File: src/rtl/pipe_skid_stage.sv
// pipe_skid_stage: valid/ready pipeline stage register with a 2-entry skid buffer.
// Carries a control bundle (zeroed on bubble/flush) and a data bundle between stages.
//
// Ports:
//   clk, rst         clock (rising edge), asynchronous active-low reset
//   flush            synchronous squash of all held entries
//   in_valid/ready   upstream handshake; in_ready depends on registered state only
//   in_ctrl/in_data  upstream control and data bundles
//   out_valid/ready  downstream handshake
//   out_ctrl/data    output bundles; out_ctrl is all-zero while out_valid=0
//   stall_cnt        saturating back-pressure cycle count
//
// Optional feature: define STALL_CNT_EN to build the stall counter; otherwise
// stall_cnt is tied to 0 and no counter flops exist.

module pipe_skid_stage #(
    parameter int CTRL_W = 16,
    parameter int DATA_W = 160,
    parameter int CNT_W  = 16
) (
    input  logic              clk,
    input  logic              rst,
    input  logic              flush,
    input  logic              in_valid,
    output logic              in_ready,
    input  logic [CTRL_W-1:0] in_ctrl,
    input  logic [DATA_W-1:0] in_data,
    output logic              out_valid,
    input  logic              out_ready,
    output logic [CTRL_W-1:0] out_ctrl,
    output logic [DATA_W-1:0] out_data,
    output logic [CNT_W-1:0]  stall_cnt
);

    typedef enum logic [1:0] {
        EMPTY = 2'd0,
        ONE   = 2'd1,
        FULL  = 2'd2
    } state_t;

    state_t            state;
    logic [CTRL_W-1:0] main_ctrl;
    logic [DATA_W-1:0] main_data;
    logic [CTRL_W-1:0] skid_ctrl;
    logic [DATA_W-1:0] skid_data;
    logic              in_fire;
    logic              out_fire;

    // Both handshake signals come straight from the state register, so
    // there is no combinational path from out_ready to in_ready.
    assign in_ready  = (state != FULL);
    assign out_valid = (state != EMPTY);
    assign out_ctrl  = main_ctrl;
    assign out_data  = main_data;

    assign in_fire  = in_valid & in_ready;
    assign out_fire = out_valid & out_ready;

    always_ff @(posedge clk or negedge rst) begin
        if (!rst) begin
            state     <= EMPTY;
            main_ctrl <= '0;
            main_data <= '0;
            skid_ctrl <= '0;
            skid_data <= '0;
        end else if (flush) begin
            // Data registers hold; only control is cleared so that any
            // stale content can never assert a write enable.
            state     <= EMPTY;
            main_ctrl <= '0;
            skid_ctrl <= '0;
        end else begin
            case (state)
                EMPTY: begin
                    if (in_fire) begin
                        main_ctrl <= in_ctrl;
                        main_data <= in_data;
                        state     <= ONE;
                    end
                end
                ONE: begin
                    if (in_fire && out_fire) begin
                        main_ctrl <= in_ctrl;
                        main_data <= in_data;
                    end else if (in_fire) begin
                        skid_ctrl <= in_ctrl;
                        skid_data <= in_data;
                        state     <= FULL;
                    end else if (out_fire) begin
                        main_ctrl <= '0;
                        state     <= EMPTY;
                    end
                end
                FULL: begin
                    if (out_fire) begin
                        main_ctrl <= skid_ctrl;
                        main_data <= skid_data;
                        state     <= ONE;
                    end
                end
                default: begin
                    main_ctrl <= '0;
                    state     <= EMPTY;
                end
            endcase
        end
    end

`ifdef STALL_CNT_EN
    logic [CNT_W-1:0] cnt_q;

    // Saturating count of cycles where a valid word is blocked downstream.
    always_ff @(posedge clk or negedge rst) begin
        if (!rst) begin
            cnt_q <= '0;
        end else if (out_valid && !out_ready && (cnt_q != '1)) begin
            cnt_q <= cnt_q + 1'b1;
        end
    end

    assign stall_cnt = cnt_q;
`else
    assign stall_cnt = '0;
`endif

endmodule

File: config.mk
export PLATFORM = sky130hd
export DESIGN_NAME = pipe_skid_stage
export DESIGN_NICKNAME = d
export VERILOG_FILES = /design/src/rtl/pipe_skid_stage.sv
export SDC_FILE = /design/constraint.sdc
export NUM_CORES = 1
export LEC_CHECK = 0
export BUFFER_PORTS_ARGS = -buffer_cell sky130_fd_sc_hd__buf_2
export CORE_UTILIZATION = 35
export CTS_CLUSTER_DIAMETER = 60
export DETAILED_ROUTE_END_ITERATION = 8
export GPL_TIMING_DRIVEN = 1
export PLACE_DENSITY = 0.55
export SETUP_SLACK_MARGIN = 0.5
export SYNTH_ARGS = -nofsm -noshare
export SYNTH_HDL_FRONTEND = slang
export SYNTH_SLANG_ARGS = --single-unit
File: constraint.sdc
create_clock -name clk -period 4.3 [get_ports clk]
set_clock_uncertainty 0.05 [all_clocks]
set_input_delay 0.43 -clock clk [delete_from_list [all_inputs] [get_ports clk]]
set_output_delay 0.43 -clock clk [all_outputs]
set_load 0.02 [all_outputs]
After elaboration in Yosys (flattened, before gate mapping)

Index checks and enable logic that the tools add are counted.

Flip-flop bits (word level): 354
Latch bits: 0
Bits in writable memories: 0
Memory bits (read-only): 0
Input port bits: 181
Output and inout port bits: 194
Memories: 0

Add/sub/neg operators: 0
Multiply operators: 0
Divide/modulo/power cells: 0
$lt $le $gt $ge: 0
Eq/ne operators: 13
Shifts and indexed selects: 0
Multiplexer cells: 21
Bitwise operators: 4
Reductions and logical operators: 11

Operators by type and width:

| kind                                           | count |
|---|---|
| two-way mux 160 bit                            | 3 |
| case mux 160 bit (3 select lines)              | 1 |
| two-way mux 16 bit                             | 9 |
| case mux 16 bit (3 select lines)               | 1 |
| two-way mux 2 bit                              | 6 |
| != test 4 bit (second input constant)          | 3 |
| AND reduction 4 bit                            | 3 |
| != test 2 bit (second input constant)          | 5 |
| != test 3 bit (second input constant)          | 3 |
| case mux 2 bit (3 select lines)                | 1 |
| nonzero test 2 bit                             | 3 |
| AND reduction 5 bit                            | 1 |
| AND reduction 3 bit                            | 1 |
| nonzero test 3 bit                             | 1 |
| AND 1 bit                                      | 2 |
| == test 2 x 1 -> 1 bit (second input constant) | 1 |
| == test 2 bit (second input constant)          | 1 |
| zero test 2 bit                                | 1 |
| NOT 1 bit                                      | 2 |
| logical AND 1 bit                              | 1 |

Logic depth before layout (Yosys ltp)

Gate-level depths: netlist of the first run.

Word-level depth: 7
Mapped depth: 8

Worst setup path after synthesis of the first run

No wires, ideal clock.

Path kind: reg2reg
From: register state[1]
To: register skid_data[155]
Library setup time: 125 ps
Arrival time: 1,694 ps
Data required time: 4,125 ps
Setup slack: 2,431 ps
Stages on the path, launching flop included: 7
Cell sequence: dfrtp_1 and2b_1 and4b_1 clkbuf_1 buf_2 buf_2 mux2_2

Longest elaborated chain between the ends: 5
Elaborated cells between the ends (all ways): 8

RTL lines:

| element                                                    | line   | text |
|---|---|---|
| start: declaration                                         | 41     | `state_t state;` |
| start signal: assignment                                   | 61     | `state <= EMPTY;` |
| start signal: assignment                                   | 69     | `state <= EMPTY;` |
| start signal: assignment                                   | 78     | `state <= ONE;` |
| != test 2 bit / nonzero test 2 bit (equally long branches) | 51, 52 |  |
| AND 1 bit (on tied branches)                               | 56, 57 |  |
| logical AND 1 bit                                          | 82     | `if (in_fire && out_fire) begin` |
| NOT 1 bit (no source line)                                 | -      |  |
| AND reduction 4 bit (no source line) (*)                   | -      |  |
| end signal: assignment                                     | 87     | `skid_data <= in_data;` |
| end: declaration                                           | 45     | `logic [DATA_W-1:0] skid_data;` |

Every way passes the cells marked *; elsewhere a longest branch is shown, timed or not.
A chain may end at the register's enable or synchronous reset.

Final worst setup path of the first run

From: register state[0]
To: output in_ready

Longest elaborated chain between the ends: 1

RTL lines:

| element          | line | text |
|---|---|---|
| != test 2 bit    | 51   | `assign in_ready = (state != FULL);` |
| end: declaration | 25   | `output logic in_ready,` |

Every way passes these cells.

==> impl_metrics.csv, run 1 <==
group,metric,value,unit
worst_setup_path,r2r_end,"out_data[130]",
job,cap_viol_max_count,0,
clock_network,clockBufferDepth,3,
worst_setup_path,crit_start,"state[0]",
global_route,track_usage,17.17,%
yosys,synth_area_leaders,"dfrtp_1 55%, mux2_2 15%, nand2_1 11%, mux2_4 9.4%, a22o_1 1.8%",
power_and_ir_drop,vdd_drop_max,0.2806,mV
yosys,netlist_area,15990,µm²
timing,setup_viol,0,
floorplanning,io_pins,375,
worst_setup_path,cp.required,3.82,ns
worst_setup_path,end_kind,"output port",
clock_network,cts_sinks,354,
yosys,ys.warnings.count,0,
routing,drc,0,
placement,port_buffers,358,
global_route,grt_overflow_total,0,
timing,drv_slew,0,
hold_path,whs_endpoint,"state[1]",
clock_network,cts_buffers,42,
yosys,yosysMostFrequentCell,"nand2_1",
layout,multi_input_area,6568,µm²
routing,drt-initial-drc-count,594,
yosys,synth_seq_cells,354,
routing,wl_per_cell,17.22,µm
power_and_ir_drop,power_density,519.7,nW/µm²
routing,ant_nets,0,
layout,layout-drive-gt1-share,45.10,%
worst_setup_path,timing.rr.start,"state[1]",
clock_network,htree_levels,2,
timing,slew_headroom,20.31,%
timing,finalCritPeriodShare,73.49,%
worst_setup_path,reg2reg_depth,5,
global_route,grt_pass1_wl,63.63,mm
timing,fmax,0.3164,GHz
worst_setup_path,path_class,"reg -> out",
layout,finish.utilization,44.27,%
timing,fin_setup_tns,0,ns
yosys,seq_area_frac_synth,55.42,%
worst_setup_path,reg2reg_slack,1.26,ns
routing,via_per_inst,4.697,
layout,fill_cells,4191,
routing,detail_route.first_pass.iterations,5,
floorplanning,die_w,215.7,µm
routing,finalWirelength,39.84,mm
placement,dp_hpwl,26.33,mm
yosys,synthTopCellsByCount,"481 x nand2_1, 354 x dfrtp_1, 220 x mux2_2",
worst_setup_path,start_kind,"flop",
timing,period_needed,3.160,ns
yosys,syn_avg_cell_area,11.94,µm²
worst_setup_path,critPathMaxFanout,68,
clock_network,cts-resized-gates,0,
routing,vias,10869,
layout,layout.area.seq,8859,µm²
floorplanning,rows,77,
yosys,yosysTopAreaCell,"dfrtp_1",
worst_setup_path,worst_ep_arrival_time,2.68,ns
layout,area_growth,23.54,%
yosys,synthArstFlopShare,100.0,%
timing,worstMarginPinSlew,1.191,ns
timing,rsz0062_at_grt,"false",
floorplanning,die_h,215.7,µm
power_and_ir_drop,leakage,10.01,nW
yosys,synthFlopType,"dfrtp_1",
clock_network,cts_tree,"yes",
yosys,synth-edff-count,0,
global_route,grt_max_degree,118,
layout,final_nets,1865,
floorplanning,die-area,46530,µm²
clock_network,cts_root_buf,"clkbuf_16",
timing,final_hold_viol_count,0,
placement,gp_congestion,0.7867,
clock_network,clk_pin_slew_worst_paths,0.06,ns
global_route,antenna_found_initial,6,
hold_path,hold_path.class,"in -> reg",
yosys,synth.top_cell.area_share,55.42,%
clock_network,clock_latency,0.55,ns
yosys,syn_inst,1339,
hold_path,min_from,"out_ready",
floorplanning,initial_core_util,35.84,%
floorplanning,core,44610,µm²
status,status,"completed",
yosys,yosys.cell_types.count,32,
hold_path,worst_hold_path.num_cells,2,
global_route,grt_pass1_vias,11300,
per-layer routing:
metal  global-route usage [%]  share of wire [%]
met5                        0              0.033
met4                    6.785                2.8
met3                    4.383                5.7
met2                    27.79                 48
met1                    21.90                 43
stage by stage:
step                std cells  cell area, µm²  setup WS, ns  hold slack (ns)  total power [mW]
global route             2310           19740        0.9381          0.04074             10.78
global placement         2231           18300         1.313           0.4359             6.665
floorplan                1354           16040         2.431          0.08441             5.940
CTS                      2308           19730         1.071         0.006318             10.42
finish                   2314           19750         1.140          0.05865             10.26
detailed placement       2231           18300         1.220           0.4384             6.743
kinds of logic after synthesis:
kind of cell           synth area share [%]
flip-flops                            55.42
buffers and inverters                 3.968
multiplexers                          25.89
other                               0.02346
AO/OA/AOI/OAI                         2.943
XOR/XNOR                            0.05480
AND/OR/NAND/NOR                       11.70
state kept, by name, summed over array words and instances, names as in the netlist:
name	count
skid_ctrl	16
skid_data	160
state	2
out_ctrl	16
out_data	160
power breakdown:
part | switching (mW) | total (mW) | leakage, nW | internal (mW)
registers | 0.413 | 4.51 | 4.30 | 4.09
logic | 1.08 | 2.15 | 5.01 | 1.07
clock network | 1.41 | 3.60 | 0.698 | 2.20
total | 2.91 | 10.3 | 10.0 | 7.36
cell type report:
class	count	share of cell area, %
well taps	592	3.751
inverters	2	0.05068
diodes	6	0.07603
clock inverters	13	0.8553
multi-input cells	900	33.26
repair buffers	384	10.82
clock buffers	63	6.336
flip-flops and latches	354	44.86
worst max-delay path, cell delays in order, from the launching register on:
cell and delay [ns]:
dfrtp_1 0.93, nor2b_4 0.14, inv_4 0.09, buf_4 0.59, buf_2 0.29
timing repair:
action | 4_1_cts | 5_1_grt
hold buffers | 1 | 0
buffers inserted | 0 | 0
endpoints found under the hold margin | 85 | 0
placed cells by master (no fill, tap or decap), types with 2 or more instances in the layout:
cell type | synthesis | final
mux2_2 | 220 | 220
diode_2 | 0 | 6
buf_12 | 0 | 11
buf_2 | 21 | 357
clkinv_2 | 0 | 6
clkbuf_8 | 0 | 10
conb_1 | 1 | 16
mux2i_1 | 16 | 16
dfrtp_1 | 354 | 354
clkbuf_16 | 0 | 43
bufinv_16 | 0 | 3
mux2_4 | 100 | 100
clkinv_8 | 0 | 2
nand2_1 | 481 | 481
o2bb2ai_1 | 16 | 16
a22o_1 | 32 | 32
buf_4 | 30 | 14
a21oi_1 | 3 | 3
clkbuf_1 | 34 | 10
worst max-delay path by stage:
stage / to / slack, ns / cells after the start
after detailed placement: out_data[132] / 1.22 / 5
after floorplan: skid_data[155] / 2.43 / 6
after global routing: in_ready / 0.94 / 4
after CTS: in_ready / 1.07 / 4
after global placement: out_data[132] / 1.31 / 5
final: in_ready / 1.14 / 4
No activity file was read; power rests on OpenSTA's default activity.
==> run 2: changes to the inputs <==
--- a/config.mk
+++ b/config.mk
@@ -10,7 +10,7 @@
 export CTS_CLUSTER_DIAMETER = 60
 export DETAILED_ROUTE_END_ITERATION = 8
 export GPL_TIMING_DRIVEN = 1
-export PLACE_DENSITY = 0.55
+export PLACE_DENSITY = 0.57
 export SETUP_SLACK_MARGIN = 0.5
 export SYNTH_ARGS = -nofsm -noshare
 export SYNTH_HDL_FRONTEND = slang
==> constraint.sdc (replaced) <==
create_clock -name clk -period 2.75 [get_ports clk]
set_clock_uncertainty 0.05 [all_clocks]
set_input_delay 0.275 -clock clk [delete_from_list [all_inputs] [get_ports clk]]
set_output_delay 0.275 -clock clk [all_outputs]
set_load 0.02 [all_outputs]
==> impl_metrics.csv, run 2 (synthesis gave the netlist of run 1 again) <==
group,metric,value,unit
routing,via_per_inst,4.643,
clock_network,clock_latency,0.56,ns
worst_setup_path,cp.required,3.13,ns
routing,vias,11603,
floorplanning,io_pins,375,
placement,place_area,18430,µm²
power_and_ir_drop,sequentialPowerShare,42.8,%
clock_network,htree_levels,2,
floorplanning,core,44610,µm²
worst_setup_path,start_kind,"flop",
clock_network,clk_pin_slew_worst_paths,0.06,ns
power_and_ir_drop,p_sw,4.701,mW
global_route,track_usage,18.19,%
status,status,"completed",
timing,finalCritPeriodShare,78.42,%
global_route,grt_overflow_total,0,
clock_network,hold_buffers,179,
routing,drt-initial-drc-count,595,
worst_setup_path,worst_ep_arrival_time,2.54,ns
timing,drv_slew,0,
power_and_ir_drop,combPwrFrac,22.2,%
layout,final_common_cell,"nand2_1",
timing,rsz0062_at_grt,"false",
layout,layout-drive-gt1-share,41.45,%
worst_setup_path,crit_end,"out_data[125]",
timing,worstMarginPinSlew,1.023,ns
clock_network,cts_root_buf,"clkbuf_16",
worst_setup_path,timing.rr.start,"state[0]",
timing,hold_ws,0.06123,ns
worst_setup_path,crit_start,"state[0]",
layout,layout_common_cells,"481 x nand2_1, 357 x buf_2, 354 x dfrtp_1",
floorplanning,rows,77,
timing,fin_ws,0.5935,ns
power_and_ir_drop,total_power,16.37,mW
placement,port_buffers,358,
clock_network,clockBufferDepth,3,
power_and_ir_drop,p_sw_share,28.71,%
timing,setup_viol,0,
worst_setup_path,reg2reg_slack,0.59,ns
worst_setup_path,r2r_end,"out_data[125]",
job,cap_viol_max_count,0,
worst_setup_path,end_kind,"flop",
routing,detail_route.first_pass.iterations,4,
timing,slew_headroom,31.79,%
worst_setup_path,reg2reg_depth,5,
global_route,antenna_found_initial,1,
clock_network,cts_tree,"yes",
routing,wl_per_cell,16.64,µm
hold_path,hold_path.class,"in -> reg",
power_and_ir_drop,clkPwrFrac,35.0,%
global_route,grt_pass1_vias,12475,
power_and_ir_drop,leakage,10.84,nW
clock_network,cts_buffers,43,
clock_network,cts-resized-gates,0,
worst_setup_path,critPathMaxFanout,73,
floorplanning,die_h,215.7,µm
timing,period_needed,2.156,ns
layout,final-instance-count-excl-fill,2499,
routing,finalWirelength,41.58,mm
power_and_ir_drop,power_density,755.4,nW/µm²
layout,final_nets,2053,
layout,multi_input_area,6568,µm²
layout,area_growth,35.57,%
placement,gp_congestion,0.8145,
routing,drc,0,
layout,final_cell_area,21670,µm²
global_route,grt_max_degree,162,
worst_setup_path,path_class,"reg -> reg",
floorplanning,die_w,215.7,µm
routing,ant_nets,0,
power_and_ir_drop,p_int,11.67,mW
layout,layout.area.seq,8859,µm²
floorplanning,die-area,46530,µm²
timing,fmax,0.4637,GHz
placement,dp_slack,0.5936,ns
clock_network,cts_sinks,354,
global_route,grt_pass1_wl,67.96,mm
layout,fill_cells,4004,
layout,finish.utilization,48.58,%
clock_network,postCtsSetupRepairBufs,0,
timing,fin_setup_tns,0,ns
placement,dp_hpwl,26.36,mm
timing,final_hold_viol_count,0,
floorplanning,initial_core_util,35.84,%
placement,dp_cells,2240,
power_and_ir_drop,vdd_drop_max,0.5001,mV
## run 2: how the worst min path moves through the flow
stage                          endpoint  cells after the start  slack (ns)      from
after global routing           state[0]                      4        0.14  in_valid
final                          state[0]                      4        0.06  in_valid
after global placement    out_data[151]                      1        0.25       rst
after CTS                      state[0]                      4        0.02  in_valid
after detailed placement  out_data[148]                      1        0.25       rst
after floorplan             out_ctrl[0]                      0       -0.07       rst
## run 2: final cells by class
| class | instances | share of cell area (%) |
|---|---|---|
| flip-flops and latches | 354 | 40.88 |
| multi-input cells | 900 | 30.31 |
| repair buffers | 571 | 18.68 |
| clock buffers | 54 | 5.387 |
| well taps | 592 | 3.418 |
| clock inverters | 25 | 1.270 |
| inverters | 2 | 0.04619 |
| diodes | 1 | 0.01155 |
## run 2: power groups by stage
stage               registers, mW  clock network [mW]  logic (mW)
floorplan                    7.61                   0        1.68
global placement             7.04                   0        3.38
detailed placement           7.09                   0        3.46
CTS                          7.02                5.90        3.67
global route                 7.18                6.12        3.91
finish                       7.01                5.73        3.63
## run 2: metal layers
metal	up-vias	global-route usage (%)	routed length [µm]
li1	5502	-	-
met1	5772	22.49	17650
met2	255	30.64	20450
met3	74	4.158	2159
met4	0	7.281	1315
met5	-	0	0
## run 2: worst max-delay path, stage by stage, from the launching register on
cell and delay, ns:
dfrtp_1 0.41, buf_4 0.30, nand2b_1 0.20, a21o_4 0.20, buf_12 0.42, mux2_2 0.40
